<file path="config.mk">
export PLATFORM = sky130hd
export DESIGN_NAME = ctrl_bubble_stage
export DESIGN_NICKNAME = d
export VERILOG_FILES = /design/src/rtl/ctrl_bubble_stage.sv
export SDC_FILE = /design/constraint.sdc
export NUM_CORES = 1
export LEC_CHECK = 0
export ABC_AREA = 0
export BUFFER_PORTS_ARGS = -buffer_cell sky130_fd_sc_hd__buf_2
export CORE_ASPECT_RATIO = 1.4
export CORE_MARGIN = 8
export CORE_UTILIZATION = 50
export CTS_BUF_LIST = sky130_fd_sc_hd__clkbuf_2 sky130_fd_sc_hd__clkbuf_4 sky130_fd_sc_hd__clkbuf_8
export DETAILED_ROUTE_END_ITERATION = 8
export GPL_ROUTABILITY_DRIVEN = 0
export PLACE_DENSITY = 0.81
export SYNTH_ARGS = -nofsm -noshare
export SYNTH_HDL_FRONTEND = slang
export SYNTH_SLANG_ARGS = --single-unit
</file>
<file path="constraint.sdc">
create_clock -name clk_i -period 1.94 [get_ports clk_i]
set_input_delay 0.194 -clock clk_i [delete_from_list [all_inputs] [get_ports clk_i]]
set_output_delay 0.194 -clock clk_i [all_outputs]
set_load 0.05 [all_outputs]
</file>
<file path="src/rtl/ctrl_bubble_stage.sv">
// ID/EX control pipeline register that replaces decode control with an all-zero bubble
// on stall or (possibly multi-cycle) flush, and counts injected bubbles.
module ctrl_bubble_stage #(
    parameter int unsigned EX_W         = 2,
    parameter int unsigned MEM_W        = 3,
    parameter int unsigned WB_W         = 2,
    parameter int unsigned FLUSH_CYCLES = 1,
    parameter int unsigned STALL_MODE   = 0,
    parameter int unsigned CNT_W        = 16
) (
    input  logic             clk_i,
    input  logic             rst_i,
    input  logic             stall_i,
    input  logic             flush_i,
    input  logic             valid_i,
    input  logic [EX_W-1:0]  EX_signal_i,
    input  logic [MEM_W-1:0] MEM_signal_i,
    input  logic [WB_W-1:0]  WB_signal_i,
    output logic [EX_W-1:0]  EX_signal_o,
    output logic [MEM_W-1:0] MEM_signal_o,
    output logic [WB_W-1:0]  WB_signal_o,
    output logic             valid_o,
    output logic             bubble_o,
    output logic             flush_busy_o,
    output logic [CNT_W-1:0] bubble_cnt_o
);

    localparam logic [3:0] FlushReload = 4'(FLUSH_CYCLES - 1);

    logic [EX_W-1:0]  ex_q, ex_d;
    logic [MEM_W-1:0] mem_q, mem_d;
    logic [WB_W-1:0]  wb_q, wb_d;
    logic             valid_q, valid_d;
    logic             bubble_q, bubble_d;
    logic [3:0]       fcnt_q, fcnt_d;
    logic [CNT_W-1:0] cnt_q, cnt_d;
    logic             inject;

    always_comb begin
        ex_d     = ex_q;
        mem_d    = mem_q;
        wb_d     = wb_q;
        valid_d  = valid_q;
        bubble_d = bubble_q;
        fcnt_d   = fcnt_q;
        cnt_d    = cnt_q;
        inject   = 1'b0;

        // Flush outranks an active flush window, which outranks stall.
        if (flush_i) begin
            inject = 1'b1;
            fcnt_d = FlushReload;
        end else if (fcnt_q != 4'd0) begin
            inject = 1'b1;
            fcnt_d = fcnt_q - 4'd1;
        end else if (stall_i) begin
            inject = (STALL_MODE == 0);
        end else begin
            ex_d     = EX_signal_i;
            mem_d    = MEM_signal_i;
            wb_d     = WB_signal_i;
            valid_d  = valid_i;
            bubble_d = 1'b0;
        end

        if (inject) begin
            ex_d     = '0;
            mem_d    = '0;
            wb_d     = '0;
            valid_d  = 1'b0;
            bubble_d = 1'b1;
            if (cnt_q != {CNT_W{1'b1}}) begin
                cnt_d = cnt_q + 1'b1;
            end
        end
    end

    always_ff @(posedge clk_i or posedge rst_i) begin
        if (rst_i) begin
            ex_q     <= '0;
            mem_q    <= '0;
            wb_q     <= '0;
            valid_q  <= 1'b0;
            bubble_q <= 1'b0;
            fcnt_q   <= 4'd0;
            cnt_q    <= '0;
        end else begin
            ex_q     <= ex_d;
            mem_q    <= mem_d;
            wb_q     <= wb_d;
            valid_q  <= valid_d;
            bubble_q <= bubble_d;
            fcnt_q   <= fcnt_d;
            cnt_q    <= cnt_d;
        end
    end

    assign EX_signal_o  = ex_q;
    assign MEM_signal_o = mem_q;
    assign WB_signal_o  = wb_q;
    assign valid_o      = valid_q;
    assign bubble_o     = bubble_q;
    assign flush_busy_o = (fcnt_q != 4'd0);
    assign bubble_cnt_o = cnt_q;

endmodule

</file>
Word level (Yosys, flattened, before mapping)
Cells that the tools add are included.
{"block": "totals", "reg_bits": 29}
{"block": "op_classes", "n_addsub": 2, "n_eq_ne": 4, "muxes": 25, "n_reduce_logical": 4}
{"operator": "$add A16 B1 Y16 const B", "n": 1}
{"operator": "$mux W2", "n": 8}
{"operator": "$ne A16 B16 Y1 const B", "n": 1}
{"operator": "$mux W3", "n": 4}
{"operator": "$mux W1", "n": 11}
{"operator": "$mux W4", "n": 2}
{"operator": "$ne A2 B1 Y1 const B", "n": 3}
{"operator": "$reduce_bool A4 Y1", "n": 1}
{"operator": "$sub A4 B1 Y4 const B", "n": 1}
{"operator": "$reduce_and A3 Y1", "n": 1}
{"operator": "$reduce_and A2 Y1", "n": 1}
{"operator": "$reduce_bool A2 Y1", "n": 1}

Logic depth before layout (Yosys ltp)
Gate-level depths: netlist (run 1).
{"block": "logic_depth", "depth_word": 5, "depth_mapped": 8, "mapped_depth_nobuf": 8}

Least setup slack after synthesis (run 1)
OpenSTA, ideal clock, no wires.
{"block": "synth_path", "path_kind": "register to register", "startpoint": "register cnt_q[0], in the netlist bubble_cnt_o[0]", "endpoint": "register cnt_q[1], in the netlist bubble_cnt_o[1]", "arrival_time_ns": 1.738, "t_required_ns": 1.815, "slack_ns": 0.077, "stages_incl_launch_ff": 6, "path_buffers": 0, "path_cell_list": "dfrtp_1 > ha_1 > nand2_1 > nor2_2 > a31oi_2 > mux2_4"}
{"block": "synth_via", "elab_chain_cells": 2, "elab_cells_between_ends": 3, "cone_classes": "add/sub: 1; eq/ne: 1; reduce/logical: 1"}
{"item": "start: declaration", "line_no": "36", "rtl": "logic [CNT_W-1:0] cnt_q, cnt_d;"}
{"item": "start signal: assignment", "line_no": "94", "rtl": "cnt_q <= cnt_d;"}
{"item": "parallel branches: the longest is 2 deep, another holds $add A16 B1 Y16"}
Parallel ways; which one is timed is not known.
A chain may end at the register's enable or synchronous reset.

Worst setup path in the final report (run 1)
{"block": "layout_path", "startpoint": "register fcnt_q[0]", "endpoint": "register cnt_q[1], in the netlist bubble_cnt_o[1]"}
{"block": "layout_via", "elab_chain_cells": 4}
{"item": "start: declaration", "line_no": "35", "rtl": "logic [3:0] fcnt_q, fcnt_d;"}
{"item": "start signal: assignment", "line_no": "93", "rtl": "fcnt_q <= fcnt_d;"}
{"item": "$reduce_bool A4 Y1", "line_no": "53", "rtl": "end else if (fcnt_q != 4'd0) begin"}
{"item": "$mux W1", "line_no": "53"}
{"item": "$mux W1", "line_no": "50", "rtl": "if (flush_i) begin"}
{"item": "$reduce_and A2 Y1 (no line)"}
Every way passes these cells.

==> results.sh, run 1 <==
export IMPL_cp_max_fo=5
export IMPL_hold_violations=0
export IMPL_clock_latency_ns=0.33
export IMPL_vias=1060
export IMPL_drive_above_1_share_pct=38.13
export IMPL_worst_pin_slew_ns=0.3868
export IMPL_antenna_cells=0
export IMPL_ys_types=37
export IMPL_cap_violations=0
export IMPL_yosysWarnings=0
export IMPL_period_share_pct=94.32
export IMPL_layout_common_cells="37 x buf_2, 29 x dfrtp_1, 9 x and3_1"
export IMPL_netlist_area_sq_um=1350
export IMPL_ys_seq_elements=29
export IMPL_grt_pass1_wl_um=4912
export IMPL_die_w_um=59.92
export IMPL_cts_max_level=2
export IMPL_fin_nets=174
export IMPL_root_buffer="clkbuf_4"
export IMPL_power_uw=2618
export IMPL_rsz0062_at_grt="true"
export IMPL_viasPerCell=5.408
export IMPL_peakVddDrop_mv=1.060
export IMPL_layout_commonest_cell="buf_2"
export IMPL_slew_limit_headroom_pct=73.98
export IMPL_io_pin_count=38
export IMPL_crit_arrival_ns=2.05
export IMPL_grt_pass1_vias=1064
export IMPL_cts_sinks=29
export IMPL_yosysSeqAreaShare_pct=53.75
export IMPL_grt_use_total_pct=13.83
export IMPL_fmax_mhz=546.5
export IMPL_maxSlewViolCount=0
export IMPL_status="finished, final reports clean"
export IMPL_synthesis_nets=127
export IMPL_portBuffers=37
export IMPL_stdcell_count=196
export IMPL_internal_power_uw=1381
export IMPL_yosysTopAreaCell="dfrtp_1"
export IMPL_layout_min_cycle_time_ns=1.830
export IMPL_cts_buffer_depth=2
export IMPL_combPwrFrac_pct=46.0
export IMPL_hpwlAfterDp_um=2286
export IMPL_die_h_um=77.48
export IMPL_cts_tree="built"
export IMPL_wirelength_um=3073
export IMPL_area_growth_pct=25.12
export IMPL_leakage_uw=0.0008344
export IMPL_drtIter0Drc=36
export IMPL_final_area_sq_um=1689
export IMPL_grt_max_degree=30
export IMPL_initial_utilization_pct=52.18
export IMPL_endpoint_kind="flop"
export IMPL_finalClockSkew_ns=0.004125
export IMPL_ant_nets=0
export IMPL_grt_ovfl_total=0
export IMPL_place_area_sq_um=1590
export IMPL_first_pass_iters=4
export IMPL_hold_path_class="primary input to flop"
export IMPL_tns_ns=0
export IMPL_setup_violations=0
export IMPL_critPathLaunchType="flop"
export IMPL_dieArea_sq_um=4642
export IMPL_postSynthAreaPerCell_sq_um=11.95
export IMPL_row_count=22
export IMPL_wire_per_inst_um=15.68
export IMPL_critPathKind="flop to flop"
export IMPL_synth_top_area_share_pct=53.75
export IMPL_numCtsBuffers=5
export IMPL_place_inst=187
export IMPL_pwr_density_cell_nw_per_um2=1550
export IMPL_p_seq_share_pct=36.1
export IMPL_clk_pin_slew_ns=0.09
export IMPL_antenna_found_initial=0
export IMPL_p_sw_uw=1238
export IMPL_clkPwrFrac_pct=17.9
export IMPL_hold_worst_slack_ns=0.09160
export IMPL_ys_top_cells_by_area="dfrtp_1 54%, and3_1 4.2%, xor2_1 3.9%, a21oi_1 2.6%, xnor2_1 2.6%"
export IMPL_sw_frac_of_total_pct=47.28
export IMPL_core_area_sq_um=2587
export IMPL_required_ns=2.16
export IMPL_synth_cells=113
export IMPL_drc=0
## final timing paths
path / endpoint / slack, ns / cells after the start / from
max in group asynchronous: bubble_cnt_o[0] / 1.21 / 4 / rst_i
min in group asynchronous: valid_o / 0.47 / 4 / rst_i
hold reg to reg: bubble_cnt_o[15] / 0.52 / 1 / bubble_cnt_o[15]
setup reg to reg: bubble_cnt_o[1] / 0.11 / 7 / fcnt_q[0]
hold / removal: EX_signal_o[0] / 0.09 / 2 / EX_signal_i[0]
setup / recovery: bubble_cnt_o[1] / 0.11 / 7 / fcnt_q[0]
## registers in the layout, indices dropped and copies added (netlist names)
| signal | count |
|---|---|
| fcnt_q | 4 |
| bubble_o | 1 |
| EX_signal_o | 2 |
| bubble_cnt_o | 16 |
| WB_signal_o | 2 |
| MEM_signal_o | 3 |
| valid_o | 1 |
## routing by layer
layer,global-route usage (%),vias up,wire length [um]
li1,-,512,-
met1,14.00,508,1146
met2,24.27,33,1710
met3,5.281,7,168
met4,5.516,0,47
met5,0,-,0
## stage by stage
step,utilization (%),setup slack [ns]
5_1_grt,65.28,-0.009496
6_report,65.28,0.1102
3_5_place_dp,61.46,0.1290
4_1_cts,64.65,0.1097
3_3_place_gp,61.46,0.2429
2_1_floorplan,-,0.07703
## critical path, cell delays in order, from the launching register on
cell and delay [ns]:
dfrtp_1 0.39, inv_1 0.09, ha_2 0.21, nor3b_4 0.21, inv_2 0.10, nor3_4 0.26
a31oi_2 0.12, mux2_4 0.33
## cells by family (layout without fill, tap and decap cells)
logic type	after synthesis	count (layout)	share of synthesized area, %
buffers and inverters	7	54	2.038
and+or+nand+nor	44	44	22.80
muxes	2	2	1.946
adders and majority gates	2	2	1.853
DFF	29	29	53.75
AOI/OAI and AO/OA	19	19	11.12
xor gates and xnor gates	10	10	6.487
## cell usage after synthesis, drive strengths merged
cell type	number
xor2	6
nand3b	1
nor4	2
mux2	2
nand4b	3
a21oi	8
dfrtp	29
xnor2	4
and4	2
o21a	1
buf	1
nor3b	1
a21boi	1
nor2	6
a41oi	1
o311ai	1
and3	10
a31oi	2
nor3	4
nand2b	2
nand2	3
inv	6
nand3	4
a211oi	3
o31ai	2
or3	2
ha	2
nand4	4
## power by group through the flow
stage               registers [uW]  logic (uW)  clock network, uW
finish                         945        1210                468
CTS                            927        1190                481
detailed placement             939        1180                  0
global route                   966        1280                516
floorplan                     1290         527                  0
global placement               925        1140                  0
## repair_timing
action | in CTS | in global routing
endpoints found under the hold margin | 29 | 0
hold buffers | 1 | 0
setup buffers | 0 | 1
gates resized for setup | 0 | 2
setup endpoints to repair | 0 | 2
## layout make-up
cell class / instances / area [sq um]
clock buffer: 5 / 37.54
tap: 36 / 45.04
clock inverter: 2 / 35.03
timing repair buffer: 41 / 217.7
fill: 219 / 898.4
inverter: 6 / 22.52
sequential: 29 / 725.7
multi-input combinational: 77 / 605.6
Note: power is estimated with default switching activity, not from simulation.
==> run 2: changes to the inputs <==
--- a/config.mk
+++ b/config.mk
@@ -14,6 +14,7 @@
 export DETAILED_ROUTE_END_ITERATION = 8
 export GPL_ROUTABILITY_DRIVEN = 0
 export PLACE_DENSITY = 0.81
+export SETUP_SLACK_MARGIN = 0.4
 export SYNTH_ARGS = -nofsm -noshare
 export SYNTH_HDL_FRONTEND = slang
 export SYNTH_SLANG_ARGS = --single-unit
==> results.sh, run 2 (synthesis results as in run 1) <==
export IMPL_regToRegSetupSlack_ns=0.16
export IMPL_final_util_pct=73.55
export IMPL_layout_commonest_cell="buf_2"
export IMPL_peakVddDrop_mv=0.9157
export IMPL_antenna_found_initial=0
export IMPL_clock_latency_ns=0.34
export IMPL_grt_pass1_wl_um=5609
export IMPL_antenna_cells=0
export IMPL_drtIter0Drc=34
export IMPL_fmax_mhz=562.2
export IMPL_leakage_uw=0.0008897
export IMPL_fin_nets=186
export IMPL_status="finished, final reports clean"
export IMPL_place_area_sq_um=1663
export IMPL_cap_violations=0
export IMPL_drc=0
export IMPL_dieArea_sq_um=4642
export IMPL_hpwlAfterDp_um=2310
export IMPL_first_pass_iters=4
export IMPL_slowest_delay_ns=0.42
export IMPL_final_area_sq_um=1903
export IMPL_maxSlewViolCount=0
export IMPL_grt_use_total_pct=15.84
export IMPL_viasPerCell=5.388
export IMPL_numCtsBuffers=5
export IMPL_layout_min_cycle_time_ns=1.779
export IMPL_cts_tree="built"
export IMPL_row_count=22
export IMPL_clk_pin_slew_ns=0.10
export IMPL_period_share_pct=91.69
export IMPL_cts_buffer_depth=2
export IMPL_largest_register_ffs=16
export IMPL_setup_violations=0
export IMPL_cp_num_buf_inv=3
export IMPL_wire_per_inst_um=16.96
export IMPL_io_pin_count=38
export IMPL_slew_limit_headroom_pct=70.23
export IMPL_layout_common_cells="37 x buf_2, 15 x dfrtp_2, 14 x dfrtp_1"
export IMPL_place_inst=187
export IMPL_drive_above_1_share_pct=59.54
export IMPL_critPathLaunchType="flop"
export IMPL_grt_pass1_vias=1161
export IMPL_stdcell_count=209
export IMPL_grt_ovfl_total=0
export IMPL_root_buffer="clkbuf_4"
export IMPL_cp_slowest_cell="dfrtp_1"
export IMPL_endpoint_kind="flop"
export IMPL_initial_utilization_pct=52.18
export IMPL_hold_path_class="primary input to flop"
export IMPL_crit_arrival_ns=2.00
export IMPL_rsz0062_at_grt="true"
export IMPL_finalClockSkew_ns=0.01450
export IMPL_area_growth_pct=40.96
export IMPL_grt_max_degree=30
export IMPL_cts_sinks=29
export IMPL_cp_max_fo=5
export IMPL_n_fill_cell=197
export IMPL_cts_max_level=2
export IMPL_pwr_density_cell_nw_per_um2=1563
export IMPL_ant_nets=0
export IMPL_critPathKind="flop to flop"
export IMPL_vias=1126
export IMPL_die_w_um=59.92
export IMPL_tns_ns=0
export IMPL_cp_cell_sequence="inv_2, ha_4, nor3b_4, inv_4, o311ai_4, buf_4, a211oi_2, xor2_1"
export IMPL_required_ns=2.16
export IMPL_wirelength_um=3545
export IMPL_hold_violations=0
export IMPL_portBuffers=37
export IMPL_core_area_sq_um=2587
export IMPL_worst_pin_slew_ns=0.4460
export IMPL_cp_top_family="flip-flops"
export IMPL_die_h_um=77.48
-- run 2: final timing paths --
path                                  startpoint  depth (start not counted)          endpoint
worst max-delay path                   fcnt_q[1]                          8   bubble_cnt_o[9]
worst min-delay path                     valid_i                          2           valid_o
worst max register to register         fcnt_q[1]                          8   bubble_cnt_o[9]
worst min register to register  bubble_cnt_o[11]                          1  bubble_cnt_o[11]
max in group asynchronous                  rst_i                          4   bubble_cnt_o[1]
min in group asynchronous                  rst_i                          4   bubble_cnt_o[9]
-- run 2: timing repair --
item | CTS | global route
hold buffers | 1 | 0
resized for setup | 5 | 8
pin swaps | 6 | 6
hold endpoints to repair | 29 | 0
setup buffers | 9 | 4
setup endpoints to repair | 13 | 19
-- run 2: area by class of cell --
class	count	area (sq um)	area share [%]
flip-flops and latches	29	744.5	39.12
multi-input cells	77	693.2	36.42
repair buffers	53	315.3	16.57
clock buffers	6	45.04	2.367
well taps	36	45.04	2.367
clock inverters	2	35.03	1.841
inverters	6	25.02	1.315
-- run 2: through the flow --
stage	hold WS [ns]	setup WS (ns)	total power, uW
after floorplan	0.2571	0.2207	1940
after global placement	0.2702	0.2424	2198
after detailed placement	0.2923	0.1597	2251
after CTS	0.07487	0.2520	2882
after global routing	0.06834	0.1012	3130
final	0.08725	0.1612	2975
-- run 2: routing by layer --
metal | vias to the layer above | wire length (um) | track usage (%)
met2 | 35 | 1972 | 27.52
met3 | 11 | 190 | 5.941
li1 | 535 | - | -
met1 | 545 | 1278 | 15.71
met4 | 0 | 103 | 7.914
met5 | - | 0 | 0
-- run 2: report_power, final --
group | internal [uW] | switching, uW
Clock | 284 | 210
Sequential | 763 | 220
Combinational | 562 | 936
